$ cat config.mk
export PLATFORM = sky130hd
export DESIGN_NAME = slot_allocator
export DESIGN_NICKNAME = d
export VERILOG_FILES = /design/src/rtl/slot_allocator.sv
export SDC_FILE = /design/constraint.sdc
export NUM_CORES = 1
export LEC_CHECK = 0
export ABC_CLOCK_PERIOD_IN_PS = 5550
export BUFFER_PORTS_ARGS = -buffer_cell sky130_fd_sc_hd__buf_2
export CORE_AREA = 2 2 97 99
export CTS_CLUSTER_SIZE = 10
export DETAILED_ROUTE_END_ITERATION = 6
export DIE_AREA = 0 0 99 101
export PLACE_DENSITY = 0.89
export REMOVE_ABC_BUFFERS = 1
export SYNTH_ARGS = -nofsm -noshare
export SYNTH_HDL_FRONTEND = slang
export SYNTH_SLANG_ARGS = --single-unit
export TNS_END_PERCENT = 5
$ cat constraint.sdc
create_clock -name clk -period 5.55 [get_ports clk]
set_input_delay 0 -clock clk [delete_from_list [all_inputs] [get_ports clk]]
set_output_delay 0 -clock clk [all_outputs]
set_load 0.05 [all_outputs]
$ cat src/rtl/slot_allocator.sv
// slot_allocator: scans a latched batch of N candidates one per cycle and
// places each new nonzero value into the lowest free entry of an M-entry
// slot table. The table persists across batches and slots are freed only
// through the release port. Each batch ends with a one-cycle done pulse.
module slot_allocator #(
    parameter int N             = 7,
    parameter int M             = 3,
    parameter int W             = 8,
    parameter int STALL_ON_FULL = 0,
    parameter int IW            = (M > 1) ? $clog2(M) : 1,
    parameter int CW            = $clog2(N + 1)
) (
    input  logic           clk,
    input  logic           rst_n,
    input  logic           in_valid,
    output logic           in_ready,
    input  logic [N*W-1:0] in_data,
    input  logic           rel_valid,
    input  logic [IW-1:0]  rel_idx,
    output logic [M*W-1:0] slot_data,
    output logic [M-1:0]   slot_occ,
    output logic           busy,
    output logic           done,
    output logic [CW-1:0]  alloc_cnt,
    output logic [CW-1:0]  dup_cnt,
    output logic [CW-1:0]  drop_cnt
);

    typedef enum logic [1:0] {
        S_IDLE,
        S_SCAN,
        S_DONE
    } state_t;

    state_t         state, state_nx;
    logic [N*W-1:0] batch_q;
    logic [CW-1:0]  idx;
    logic [W-1:0]   cand;
    logic           dup_hit;
    logic           free_hit;
    logic [M-1:0]   free_mask;
    logic [M-1:0]   rel_mask;
    logic [M-1:0]   wr_mask;
    logic           accept;
    logic           hold;
    logic           alloc_en;
    logic           inc_dup;
    logic           inc_drop;

    assign in_ready = (state == S_IDLE);
    assign busy     = (state == S_SCAN);
    assign done     = (state == S_DONE);
    assign accept   = in_valid && in_ready;
    assign wr_mask  = alloc_en ? free_mask : '0;

    // Select the current candidate and match it against the occupied slots.
    always_comb begin
        // NOTE: every combinational output gets a default first so no latch is inferred.
        cand      = '0;
        dup_hit   = 1'b0;
        free_hit  = 1'b0;
        free_mask = '0;
        rel_mask  = '0;
        for (int i = 0; i < N; i++) begin
            if (idx == CW'(i)) cand = batch_q[i*W +: W];
        end
        for (int j = 0; j < M; j++) begin
            if (slot_occ[j] && slot_data[j*W +: W] == cand) dup_hit = 1'b1;
            if (!slot_occ[j] && !free_hit) begin
                free_mask[j] = 1'b1;
                free_hit     = 1'b1;
            end
            // Out-of-range release indices never match any slot.
            if (rel_valid && rel_idx == IW'(j)) rel_mask[j] = 1'b1;
        end
    end

    // Next-state logic and the per-candidate decision while scanning.
    always_comb begin
        state_nx = state;
        hold     = 1'b0;
        alloc_en = 1'b0;
        inc_dup  = 1'b0;
        inc_drop = 1'b0;
        case (state)
            S_IDLE: begin
                if (accept) state_nx = S_SCAN;
            end
            S_SCAN: begin
                if (cand == '0) begin
                    // zero candidates are skipped silently
                end else if (dup_hit) begin
                    inc_dup = 1'b1;
                end else if (free_hit) begin
                    alloc_en = 1'b1;
                end else if (STALL_ON_FULL != 0) begin
                    hold = 1'b1;
                end else begin
                    inc_drop = 1'b1;
                end
                if (!hold && idx == CW'(N - 1)) state_nx = S_DONE;
            end
            S_DONE: begin
                state_nx = S_IDLE;
            end
            default: begin
                state_nx = S_IDLE;
            end
        endcase
    end

    // State register.
    always_ff @(posedge clk) begin
        // NOTE: sequential state uses non-blocking assignments so all registers update together.
        if (!rst_n) state <= S_IDLE;
        else        state <= state_nx;
    end

    // Batch latch, scan index, statistics and the slot table.
    always_ff @(posedge clk) begin
        // NOTE: the slot table is small and must read as zero after reset, so it is reset like any register.
        if (!rst_n) begin
            batch_q   <= '0;
            idx       <= '0;
            alloc_cnt <= '0;
            dup_cnt   <= '0;
            drop_cnt  <= '0;
            slot_data <= '0;
            slot_occ  <= '0;
        end else begin
            if (accept) begin
                batch_q   <= in_data;
                idx       <= '0;
                alloc_cnt <= '0;
                dup_cnt   <= '0;
                drop_cnt  <= '0;
            end
            if (busy && !hold) idx <= idx + CW'(1);
            if (alloc_en) alloc_cnt <= alloc_cnt + CW'(1);
            if (inc_dup)  dup_cnt   <= dup_cnt + CW'(1);
            if (inc_drop) drop_cnt  <= drop_cnt + CW'(1);
            // Allocation only targets free slots, so it never collides with a
            // meaningful release; the freed slot becomes usable next cycle.
            slot_occ <= (slot_occ & ~rel_mask) | wr_mask;
            for (int j = 0; j < M; j++) begin
                if (wr_mask[j]) slot_data[j*W +: W] <= cand;
            end
        end
    end

endmodule
==> out/results.txt, run 1 <==
For this design the ratio of total power to cell area is 255 nW/um^2. Total chip power: 1.56 mW. The residual antenna-violating net count after detailed routing came out at 0. The run gives 1.12 mW as the internal power. Timing analysis after detailed placement gives a worst setup slack of 1.34 ns.

The run gives 10000 um^2 as the die footprint. For the number of antenna repair diodes, the log shows 0. The run gives 27.5% as the global-route usage over all layers. The post-synthesis cell count is 593.

On the critical path, the stage with the largest delay is an instance of sky130_fd_sc_hd__dfxtp_1. The tools report the startpoint kind of the worst setup timing path as a register. The tools report the fraction of power consumed by sequential logic as 48.4%. The tree built by TritonCTS fans out to 97 sinks.

The worst path meets setup with 1.09 ns of slack. The cell area that synthesis handed to floorplanning was 4820 um^2. The post-route worst hold slack came out at 0.120 ns. The run gives 642 as the filler cell count. Summed over all nets, the switching power comes to 440 uW.

Standard cell core area: 8980 um^2. The number of DRC violations after detailed-routing iteration 0 is 516. The run gives 0 as the global-route congestion overflow total.

Number of synthesized register bits: 97. Walking the worst path, the cells encountered are inv_1 -> ha_1 -> or2_1 -> a221oi_2 -> nor3b_1 -> nor4_1 -> nand4_1 -> nor4_1 -> a311o_1 -> or4_1 -> mux2i_1. TritonCTS built the clock tree. The share of the Yosys chip area taken by registers is 40.3%.

Once placement finished, the instance area stood at 5290 um^2. The die width was 99 um. The H-tree was split into 3 levels. The signed area change from the synthesized netlist to the final layout works out to 26.6%. The peak fanout along the critical path was 18. Path class of the lowest-slack min-delay path: in -> reg.

The checks that failed: DRC. Once the floorplan was initialized, standard cells occupied 53.7% of the core. Net switching is 28.3% of the power. The worst pin sits at a relative slew slack of 18.7%.

Synthesis instantiated 55 different standard cells from the library. The via count of the first global-routing pass was 4,691; the time the worst path needs with I/O delays and setup was 4.46 ns. By startpoint and endpoint, the worst setup path is classified as reg -> reg. The post-route netlist has 20.4% of its cells at a drive strength greater than 1.

Per report_power, the combinational group accounts for 19.0% of the total. The run gives 0.953 as the routability-driven placement congestion ratio. The die is 101 um tall. Summing all multi-input logic gate instances after layout gives 2600 um^2. The number of iterations in the first detailed-routing pass came out at 7. The run gives 0 as the final hold violation count.

The CTS buffer count is 9. For this run, the number of Yosys warnings is 0. Across the VDD grid, the largest voltage drop is 260 uV. In this design, the largest share of critical-path delay is due to simple AND/OR/NAND/NOR gates. The number of synthesized flops with an enable pin came out at 0. The number of buffer and inverter stages on the critical path works out to 1. For the wire length after detailed routing, the log shows 13,700 um. Data on the critical path is required at its endpoint by 5.84 ns.

For this block, the via count after detailed routing is 4,918. sky130_fd_sc_hd__dfxtp_1 takes more of the synthesized area than any other cell. STA classifies the critical path endpoint as a register. Summed over all nets, the half-perimeter wirelength after detailed placement is 8820 um.

The actual transition at the worst max-transition pin works out to 1.22 ns. Yosys attributes the largest share of cell area to sky130_fd_sc_hd__dfxtp_1, sky130_fd_sc_hd__nand2_1, sky130_fd_sc_hd__a21oi_1. The maximum single-stage delay on the critical path is 0.72 ns. Setup repair after global routing left no endpoint under its margin.

The flow ran to the end, but the final reports show violations. Registers take 1940 um^2. After detailed routing, the average wire length per cell comes to 16.4 um.

Data on the critical path arrives at its endpoint at 4.75 ns. In this run the static leakage power is 2.52 nW. After layout, the worst path uses 80.3% of the clock period. The max-slew violation total from the final report was 0; the number of I/O pins was 101. The clock network burns 32.6% of the power.

Entering global routing, the biggest net connects 78 pins. The layout net count is 792. The first global-routing pass estimated 22,300 um of wire. Setup violations remaining at the end of the flow were counted as 0.

Using the TritonRoute via totals, the vias-per-cell ratio works out to 5.87. The remaining design rule violation count is 2. The maximum count of clock buffers along a single path was 2; the area share of the leading cell type in the synthesized netlist was 40.3%. The max-capacitance violation count is 0.

The clock-pin transition on the worst setup and hold timing paths came out at 0.09 ns. The run gives 224 MHz as the timing-limited maximum frequency. Among all flip-flop cells after synthesis, the most frequent one is sky130_fd_sc_hd__dfxtp_1. Root cell of the clock tree: sky130_fd_sc_hd__clkbuf_8. The share of synthesized registers carrying an async set or reset is 0%, and the mean instance size in the synthesized netlist is 8.13 um^2.

The logs give 0 for the initial antenna violation count and 0.0131 ns for the worst setup skew after layout. For the clock latency reported for the late side of the worst-skew pair, the log shows 0.38 ns. The finished cells cover 6100 um^2.

Most frequent cell on the critical path: sky130_fd_sc_hd__nor4_1. The floorplan has 35 rows. Buffers placed on the I/O ports in this run total 100. For the setup TNS after final layout, the log shows 0 ns.
-- synth_stat cells, types with 3 or more instances --
library cell               number
sky130_fd_sc_hd__nand2_1      159
sky130_fd_sc_hd__dfxtp_1       97
sky130_fd_sc_hd__a21oi_1       77
sky130_fd_sc_hd__clkbuf_1      27
sky130_fd_sc_hd__mux2i_1       25
sky130_fd_sc_hd__inv_1         20
sky130_fd_sc_hd__o21ai_0       15
sky130_fd_sc_hd__xor2_1        15
sky130_fd_sc_hd__buf_2         12
sky130_fd_sc_hd__nand3_1       10
sky130_fd_sc_hd__o211ai_1       9
sky130_fd_sc_hd__ha_1           8
sky130_fd_sc_hd__nor2b_1        8
sky130_fd_sc_hd__nand3b_1       7
sky130_fd_sc_hd__or2_2          7
sky130_fd_sc_hd__a211oi_1       6
sky130_fd_sc_hd__a221oi_2       6
sky130_fd_sc_hd__nand2b_1       6
sky130_fd_sc_hd__nor2_1         6
sky130_fd_sc_hd__nor4b_1        6
sky130_fd_sc_hd__o221ai_2       5
sky130_fd_sc_hd__buf_6          4
sky130_fd_sc_hd__nand4b_1       4
sky130_fd_sc_hd__nor4_1         4
sky130_fd_sc_hd__or3_1          4
sky130_fd_sc_hd__xnor2_1        4
sky130_fd_sc_hd__a211o_1        3
sky130_fd_sc_hd__a31oi_1        3
sky130_fd_sc_hd__nand4_1        3
sky130_fd_sc_hd__o221ai_1       3
-- worst min-delay path, cell delays in order --
cell	delay, ns
sky130_fd_sc_hd__buf_2	0.26
sky130_fd_sc_hd__nand2_1	0.13
sky130_fd_sc_hd__mux2i_1	0.06
-- per-stage QoR --
step,std cells,util (%)
6_report,838,68.0
3_3_place_gp,763,58.9
3_5_place_dp,763,58.9
2_1_floorplan,548,-
4_1_cts,838,68.0
5_1_grt,838,68.0
-- kinds of logic (layout without fill, tap and decap cells) --
group,after synthesis,in the layout,share of synthesized area (%)
AO/OA/AOI/OAI,145,145,20.5
XOR/XNOR,19,19,3.45
adder cells (fa/ha/maj),8,8,2.08
AND/OR/NAND/NOR,234,234,22.4
multiplexers,25,25,5.19
flip-flops,97,97,40.3
buffers and inverters,65,199,6.07
-- worst paths after layout --
path	startpoint	end	slack, ns	cells past startpoint
max	idx[2]	slot_data[19]	1.09	11
min	rst_n	slot_data[3]	0.12	3
max reg2reg	idx[2]	slot_data[19]	1.09	11
min reg2reg	batch_q[0]	batch_q[0]	0.46	2
-- metal layers --
metal / global-route usage [%] / vias to the layer above / share of wire, %
li1: - / 2300 / -
met1: 32.2 / 2283 / 39
met2: 47.6 / 265 / 50
met3: 6.59 / 70 / 7.1
met4: 13.2 / 0 / 4.3
met5: 0 / - / 0
-- registers in the layout (all words and copies together) (netlist names) --
signal	flops
alloc_cnt	3
dup_cnt	3
slot_data	24
slot_occ	3
batch_q	56
idx	3
drop_cnt	3
state	2
-- cell type report --
class | count | share of cell area, %
timing repair buffer | 163 | 18.4
tap | 111 | 2.28
clock buffer | 12 | 2.38
clock inverter | 4 | 1.25
multi-input combinational | 431 | 42.7
sequential | 97 | 31.8
inverter | 20 | 1.23
-- power by group through the flow --
stage                     registers, mW  logic [mW]  clock network, mW
after detailed placement          0.769       0.255                  0
after global routing              0.757       0.323              0.541
after floorplan                   0.777       0.164                  0
after global placement            0.767       0.246                  0
final                             0.754       0.296              0.508
after CTS                         0.753       0.289              0.508
-- cell usage in the layout (no fill, tap or decap), types with 7 or more instances in the layout --
master,instances
sky130_fd_sc_hd__buf_2,100
sky130_fd_sc_hd__ha_1,8
sky130_fd_sc_hd__o211ai_1,9
sky130_fd_sc_hd__inv_1,19
sky130_fd_sc_hd__a21oi_1,77
sky130_fd_sc_hd__nand3_1,10
sky130_fd_sc_hd__clkbuf_8,10
sky130_fd_sc_hd__nand2_1,158
sky130_fd_sc_hd__mux2i_1,25
sky130_fd_sc_hd__nand3b_1,7
sky130_fd_sc_hd__or2_2,7
sky130_fd_sc_hd__nor2b_1,8
sky130_fd_sc_hd__dfxtp_1,97
sky130_fd_sc_hd__dlygate4sd3_1,59
sky130_fd_sc_hd__o21ai_0,15
sky130_fd_sc_hd__xor2_1,15
-- what timing repair did --
action,CTS,global route
endpoints found under the setup margin,0,0
gates resized for setup,0,0
endpoints found under the hold margin,58,0
hold buffers,59,0
buffers inserted,0,0
(Power assumes the default switching activity.)
==> run 2, diff against run 1 <==
Settings changed: ABC_CLOCK_PERIOD_IN_PS 5550 to 3700, CORE_AREA 2 2 97 99 to 2 2 102 104, DIE_AREA 0 0 99 101 to 0 0 104 106, PLACE_DENSITY 0.89 to 0.85.
Clock period 5.55 ns to 3.7 ns, I/O delays scaled along.
==> run 2 against run 1 <==
The flow now finishes without violations. Hold slack worse by 0.071 ns. Core utilization is 6.2 points lower. Sequential share of layout area shrank 0.38 points. Total power up 49%. Wire length is 2.4% lower. Cell count is 3.7% higher. Largest cell class unchanged. Largest power group unchanged.
==> out/results.txt, run 2 (synthesis gave the netlist of run 1 again) <==
The tools report the maximum number of pins on one net before global-route repair as 78 (unchanged). The tools report the max-capacitance violation count as 0 (unchanged). The CTS buffer count is 9 (unchanged), and the final hold violation count is 0 (unchanged).

The logs give 0.0495 ns (-0.0706 ns) for the post-route worst hold slack and 24.5% (-3.1 points) for the global-route usage over all layers. After detailed routing, no signal wire sits above met4. The cell area power density is 375 nW/um^2 (+47%). The clock-pin transition on the worst setup and hold timing paths was 0.10 ns (about the same). The run gives 2.55 nW (+1.0%) as the leakage power. The number of buffer cells added on primary ports was 100 (unchanged); the setup TNS after final layout was 0 ns (unchanged). The logs give 4,714 (+0.49%) for the via count of the first global-routing pass and 0 (unchanged) for the residual antenna-violating net count after detailed routing. Startpoint kind of the worst setup timing path: a register. In this run the worst hold path is classified as in -> reg. The tools report the number of clock sinks seen by CTS as 97 (unchanged). The worst endpoint data arrival time was 3.81 ns (-0.94 ns). TritonCTS built the clock tree.

The actual transition at the worst max-transition pin is 1.29 ns (+0.0656 ns). The tools report the routability-driven placement congestion ratio as 0.972 (+2.0%). The tools report the timing-limited maximum frequency as 284 MHz (+27%).

The library cell used most frequently in the layout, excluding fill and tap cells, is sky130_fd_sc_hd__nand2_1. The maximum count of clock buffers along a single path is 2 (unchanged). Total number of vias: 4,830 (-1.8%).

Final critical-path share of the clock period: 95.1% (+15 points). Cell depth of the worst flop-to-flop path: 11 (unchanged). The time the worst path needs with I/O delays and setup is 3.52 ns (-0.941 ns), and the number of I/O pins is 101 (unchanged). The share of layout cells above drive strength 1 works out to 21.3% (+0.95 points). The cell count of the worst hold path was 4 (+1); the final setup violation count was 0 (unchanged).

The die width was 104 um (+5.1%); the buffers inserted during post-CTS setup optimization was 0 (unchanged). The largest registers in the layout are batch_q: 56 flops, slot_data: 24 flops. For the layout net count, the log shows 797 (+0.63%). The initial core utilization was 48.2% (-5.5 points).

The tools report the initial antenna violation count as 1 (+1). The area growth from synthesis to layout is 28.1%. Standard cell core area: 10000 um^2 (+11%).

The worst setup path is captured at a register. The tools report the detailed-routed wire length on met2 as 6780 um (-0.21%). Ranked by flip-flop count, first place goes to batch_q. Remaining design rule violation count: 0 (-2). The tools report the maximum vdd drop as 196 uV (-25%). The run finished with clean final reports. The worst slew margin relative to its limit was 14.3% (-4.4 points). Setup repair after global routing could not meet its margin everywhere.

The flip-flop count of the largest register, all copies and words added was 56 (unchanged). The number of vias per cell after detailed routing was 5.56 (-5.3%). By startpoint and endpoint, the worst setup path is classified as reg -> reg. The run gives 0 (unchanged) as the global-route congestion overflow total. The wire length after detailed routing came out at 13,400 um (-2.4%). Max-slew violation total from the final report: 0 (unchanged). The detailed-routed wire length on met3 came out at 687 um (-29%). The logs give 3.99 ns (-1.85 ns) for the data required time at the worst endpoint and 345 (-33%) for the number of DRC violations after detailed-routing iteration 0. The tools report the total number of placement rows as 37 (+5.7%).

The clock latency reported for the late side of the worst-skew pair is 0.38 ns (about the same), and the die footprint is 11,000 um^2 (+10%). The peak fanout along the critical path came out at 12 (-6). The wire length of the first global-routing pass came out at 21,900 um (-1.5%). Root cell of the clock tree: sky130_fd_sc_hd__clkbuf_8.

The CTS H-tree depth is 3 (unchanged). The detail-routed net length per standard cell was 15.4 um (-5.9%); the final HPWL from detailed placement was 8710 um (-1.2%). Leaving out fill and tap cells, the most frequent cells in the layout are sky130_fd_sc_hd__nand2_1, sky130_fd_sc_hd__buf_2, sky130_fd_sc_hd__dfxtp_1.

The die span in y was 106 um (+5.0%). Routed metal-1 wirelength: 5510 um (+2.6%). The logs give 5 (-2) for the number of iterations in the first detailed-routing pass and 0.0138 ns (+0.000750 ns) for the worst setup skew after layout.
run 2: area by class of cell:
class	instances	area, um^2
antenna	1	2.50
sequential	97	1940
multi-input combinational	431	2620
clock inverter	3	65.1
inverter	20	75.1
timing repair buffer	168	1160
tap	136	170
fill	823	3820
clock buffer	13	139
run 2: metrics by stage:
step / total power [mW] / utilization, % / std cells / setup WS [ns] / area, um^2
after global routing: 2.41 / 61.7 / 869 / -0.0264 / 6170
after CTS: 2.31 / 61.6 / 868 / 0.0151 / 6160
final: 2.32 / 61.7 / 869 / 0.182 / 6170
after detailed placement: 1.54 / 53.6 / 793 / -0.202 / 5360
after global placement: 1.52 / 53.6 / 793 / 0.0820 / 5360
after floorplan: 1.41 / - / 548 / -0.877 / 4600
run 2: timing repair:
action / 4_1_cts / 5_1_grt
hold buffers: 59 / 0
endpoints found under the setup margin: 23 / 19
gates cloned: 0 / 0
hold endpoints to repair: 58 / 0
gates resized for setup: 2 / 3
run 2: worst max-delay path, stage by stage (launching register included):
cell and delay [ns]:
sky130_fd_sc_hd__dfxtp_1 0.40, sky130_fd_sc_hd__inv_1 0.10, sky130_fd_sc_hd__ha_1 0.24, sky130_fd_sc_hd__inv_1 0.19, sky130_fd_sc_hd__nand3_1 0.33, sky130_fd_sc_hd__o221ai_2 0.46
sky130_fd_sc_hd__xor2_1 0.20, sky130_fd_sc_hd__nand4_1 0.11, sky130_fd_sc_hd__nor4_1 0.50, sky130_fd_sc_hd__a311oi_2 0.22, sky130_fd_sc_hd__or3b_2 0.54, sky130_fd_sc_hd__a21oi_1 0.14
run 2: final timing paths:
path | from | slack, ns | end
min reg2reg | batch_q[2] | 0.46 | batch_q[2]
max reg2reg | idx[0] | 0.18 | dup_cnt[1]
max | idx[0] | 0.18 | dup_cnt[1]
min | rel_valid | 0.05 | slot_occ[0]
run 2: routing by layer:
| layer | track usage (%) | vias up |
|---|---|---|
| met1 | 28.1 | 2290 |
| met4 | 11.1 | 0 |
| met2 | 42.9 | 175 |
| li1 | - | 2322 |
| met3 | 6.32 | 43 |
| met5 | 0 | - |
run 2: where the power goes:
group	switching, mW	internal [mW]	leakage [nW]
logic	0.258	0.190	1.66
registers	0.0378	1.09	0.791
clock network	0.359	0.381	0.102
==> run 3, diff against run 2 <==
Settings changed: CELL_PAD_IN_SITES_DETAIL_PLACEMENT set to 2, CELL_PAD_IN_SITES_GLOBAL_PLACEMENT set to 2, CORE_AREA 2 2 102 104 to 2 2 132 134, DIE_AREA 0 0 104 106 to 0 0 134 136, PLACE_DENSITY 0.85 to 0.86.
==> run 3 against run 2 <==
Clock-buffer cell count down 2. Critical path type unchanged. Register-to-register slack worse by 0.21 ns. Hold slack worse by 0.016 ns. Setup slack worse by 0.21 ns. The run now ends with setup timing left.
==> out/results.txt, run 3 (synthesis gave the netlist of run 1 again) <==
The logs give 251 uV (+28%) for the maximum vdd drop and 0.885 (-9.0%) for the routability-driven placement congestion ratio. The tools report the clock latency reported for the late side of the worst-skew pair as 0.36 ns (-0.02 ns). The run gives 0 (unchanged) as the residual antenna-violating net count after detailed routing. The data required time at the worst endpoint is 3.95 ns (-0.04 ns).

The largest registers in the layout are batch_q: 56 flops, slot_data: 24 flops. The total placed instance area is 5530 um^2 (+3.2%), and the number of DRC violations after detailed-routing iteration 0 is 314 (-9.0%). The final hold violation count came out at 0 (unchanged). The peak fanout along the critical path is 16 (+4). The post-route worst hold slack was 0.0332 ns (-0.0163 ns). The setup path with the least slack is of type reg -> reg.

The run finished, with violations left. The tools report the number of I/O pins as 101 (unchanged). The die footprint was 18,200 um^2 (+65%). The run gives 39.6% (-22 points) as the utilization after layout.

The master of the slowest instance on the critical path was sky130_fd_sc_hd__or4_4. The number of vias per cell after detailed routing was 5.23 (-5.9%). The root cell of the clock tree is sky130_fd_sc_hd__clkbuf_16. The worst setup skew after layout came out at 0.0126 ns (-0.00128 ns). Path class of the lowest-slack min-delay path: in -> reg. CTS H-tree depth: 3 (unchanged). The run gives 0 (-1) as the initial antenna violation count. The signed area change from the synthesized netlist to the final layout came out at 38.7%. The worst endpoint data arrival time is 3.98 ns (+0.17 ns). Die span in y: 136 um (+28%). The run gives 41.8% (-1.1 points) as the met2 capacity usage during global routing. The time the worst path needs with I/O delays and setup was 3.73 ns (+0.210 ns).

The run gives 1 (+1) as the final setup violation count. The number of buffer cells added on primary ports works out to 100 (unchanged). The logs give 268 MHz (-5.6%) for the timing-limited maximum frequency and 33.0% (+19 points) for the worst slew margin relative to its limit. Wire length after detailed routing: 21,200 um (+58%).

The run gives 0 (unchanged) as the global-route congestion overflow total. TritonCTS built the clock tree. The die width came out at 134 um (+29%).

STA classifies the critical path startpoint as a register. The tools report the leakage power as 2.71 nW (+6.4%). The remaining design rule violation count was 0 (unchanged). The layer flagged by global routing as most heavily used is met2.

The tools report the wire length of the first global-routing pass as 31,600 um (+44%). The number of iterations in the first detailed-routing pass was 5 (unchanged). Counting flops per register, the top entry is batch_q.

The CTS buffer count was 9 (unchanged). The run gives -0.0274 ns (-0.210 ns) as the post-route worst setup slack. The checks that failed: setup timing.

Walking the worst path, the cells encountered are inv_1 -> ha_2 -> buf_4 -> a211oi_1 -> o21ai_0 -> o221ai_2 -> xor2_1 -> nand4_1 -> nor4_2 -> a311o_1 -> or4_4 -> mux2i_1. Leaving out fill and tap cells, the most frequent cells in the layout are sky130_fd_sc_hd__nand2_1, sky130_fd_sc_hd__buf_2, sky130_fd_sc_hd__dfxtp_1. The global-route usage over all layers is 22.5% (-2.0 points).

Filler cell count: 1,857 (+130%). For the number of antenna repair diodes, the log shows 0 (-1). The logs give 2 (unchanged) for the maximum count of clock buffers along a single path and 0 (unchanged) for the max-slew violation total from the final report. Clock-pin transition on the worst setup and hold timing paths: 0.07 ns (-0.03 ns). The actual transition at the worst max-transition pin came out at 1.01 ns (-0.281 ns).

The run gives 24.8% (-3.3 points) as the global-route track usage on met1. The flip-flop count of the largest register, all copies and words added came out at 56 (unchanged). The run gives 6690 um^2 (+8.3%) as the post-route standard cell area excluding fillers.

The tools report the nature of the critical path endpoint as a register. The run gives 11,900 um (+36%) as the final HPWL from detailed placement. The standard cell core area is 16,900 um^2 (+69%). The initial core utilization is 28.6% (-20 points), and the max-capacitance violation count is 0 (unchanged). The via count of the first global-routing pass was 5,663 (+20%). For the maximum number of pins on one net before global-route repair, the log shows 69 (-12%). The share of layout cells above drive strength 1 is 24.5% (+3.2 points). The final critical-path share of the clock period works out to 101% (+5.7 points).

For the total number of vias, the log shows 5,062 (+4.8%). Total number of placement rows: 48 (+30%). The cell area power density was 437 nW/um^2 (+17%); the maximum single-stage delay on the critical path was 0.63 ns (+0.09 ns). The run gives 808 (+1.4%) as the layout net count. Number of clock sinks seen by CTS: 97 (unchanged).

The met3 capacity usage during global routing is 3.32% (-3.0 points). Leading cell type in the layout, fill and taps excluded: sky130_fd_sc_hd__nand2_1. The detail-routed net length per standard cell came out at 21.9 um (+42%).
==> run 3: cell count changes in the layout (fill, tap and decap cells not counted), sizes merged <==
cell / change
bufinv: +3
dlygate4sd3: -1
diode: -1
clkbuf: -2
clkinv: -1
buf: +12
==> run 3: repair_timing <==
item	in CTS	in global routing
buffers inserted	0	5
gates cloned	0	1
endpoints found under the setup margin	25	36
hold endpoints to repair	57	0
pin swaps	0	5
gates resized for setup	4	29
hold buffers	58	0
==> run 3: power by group <==
part           switching, mW  total [mW]  internal, mW
clock network          0.430        1.25         0.817
logic                  0.323       0.539         0.216
registers             0.0467        1.14          1.09
total                  0.800        2.92          2.12
==> run 3: critical path: cells and delay by family (launching register included) <==
| kind | cells | cell delay (ns) |
|---|---|---|
| buffers and inverters | 2 | 0.31 |
| adders and majority gates | 1 | 0.24 |
| and+or+nand+nor | 3 | 0.85 |
| muxes | 1 | 0.29 |
| DFF | 1 | 0.37 |
| xor gates and xnor gates | 1 | 0.19 |
| AOI/OAI and AO/OA | 4 | 1.35 |
==> run 3: worst paths after layout <==
kind                                  start       endpoint  slack (ns)  depth (start not counted)
worst min register to register  batch_q[18]    batch_q[18]        0.46                          2
worst max register to register       idx[0]  slot_data[18]       -0.03                         12
worst min-delay path             rel_idx[0]    slot_occ[0]        0.03                          3
worst max-delay path                 idx[0]  slot_data[18]       -0.03                         12
==> run 3: routing by layer <==
layer / wire, um / vias to the layer above
li1: - / 2336
met1: 8230 / 2468
met2: 11000 / 184
met3: 902 / 74
met4: 1090 / 0
met5: 0 / -
==> run 3: layout make-up <==
class	count	area, um^2	share of cell area [%]
clock inverters	5	150	2.25
well taps	225	282	4.21
multi-input cells	431	2730	40.9
repair buffers	179	1260	18.8
inverters	20	75.1	1.12
flip-flops and latches	97	1940	29.1
clock buffers	11	243	3.63
==> run 3: per-stage QoR <==
stage / worst slack [ns] / power, mW / setup TNS [ns] / std cells
after floorplan: -0.877 / 1.41 / -9.89 / 548
after global placement: 0.0593 / 1.55 / 0 / 888
after detailed placement: -0.124 / 1.57 / -1.72 / 888
after CTS: 0.147 / 2.86 / 0 / 962
after global routing: -0.174 / 3.03 / -1.96 / 968
final: -0.0274 / 2.92 / -0.0274 / 968
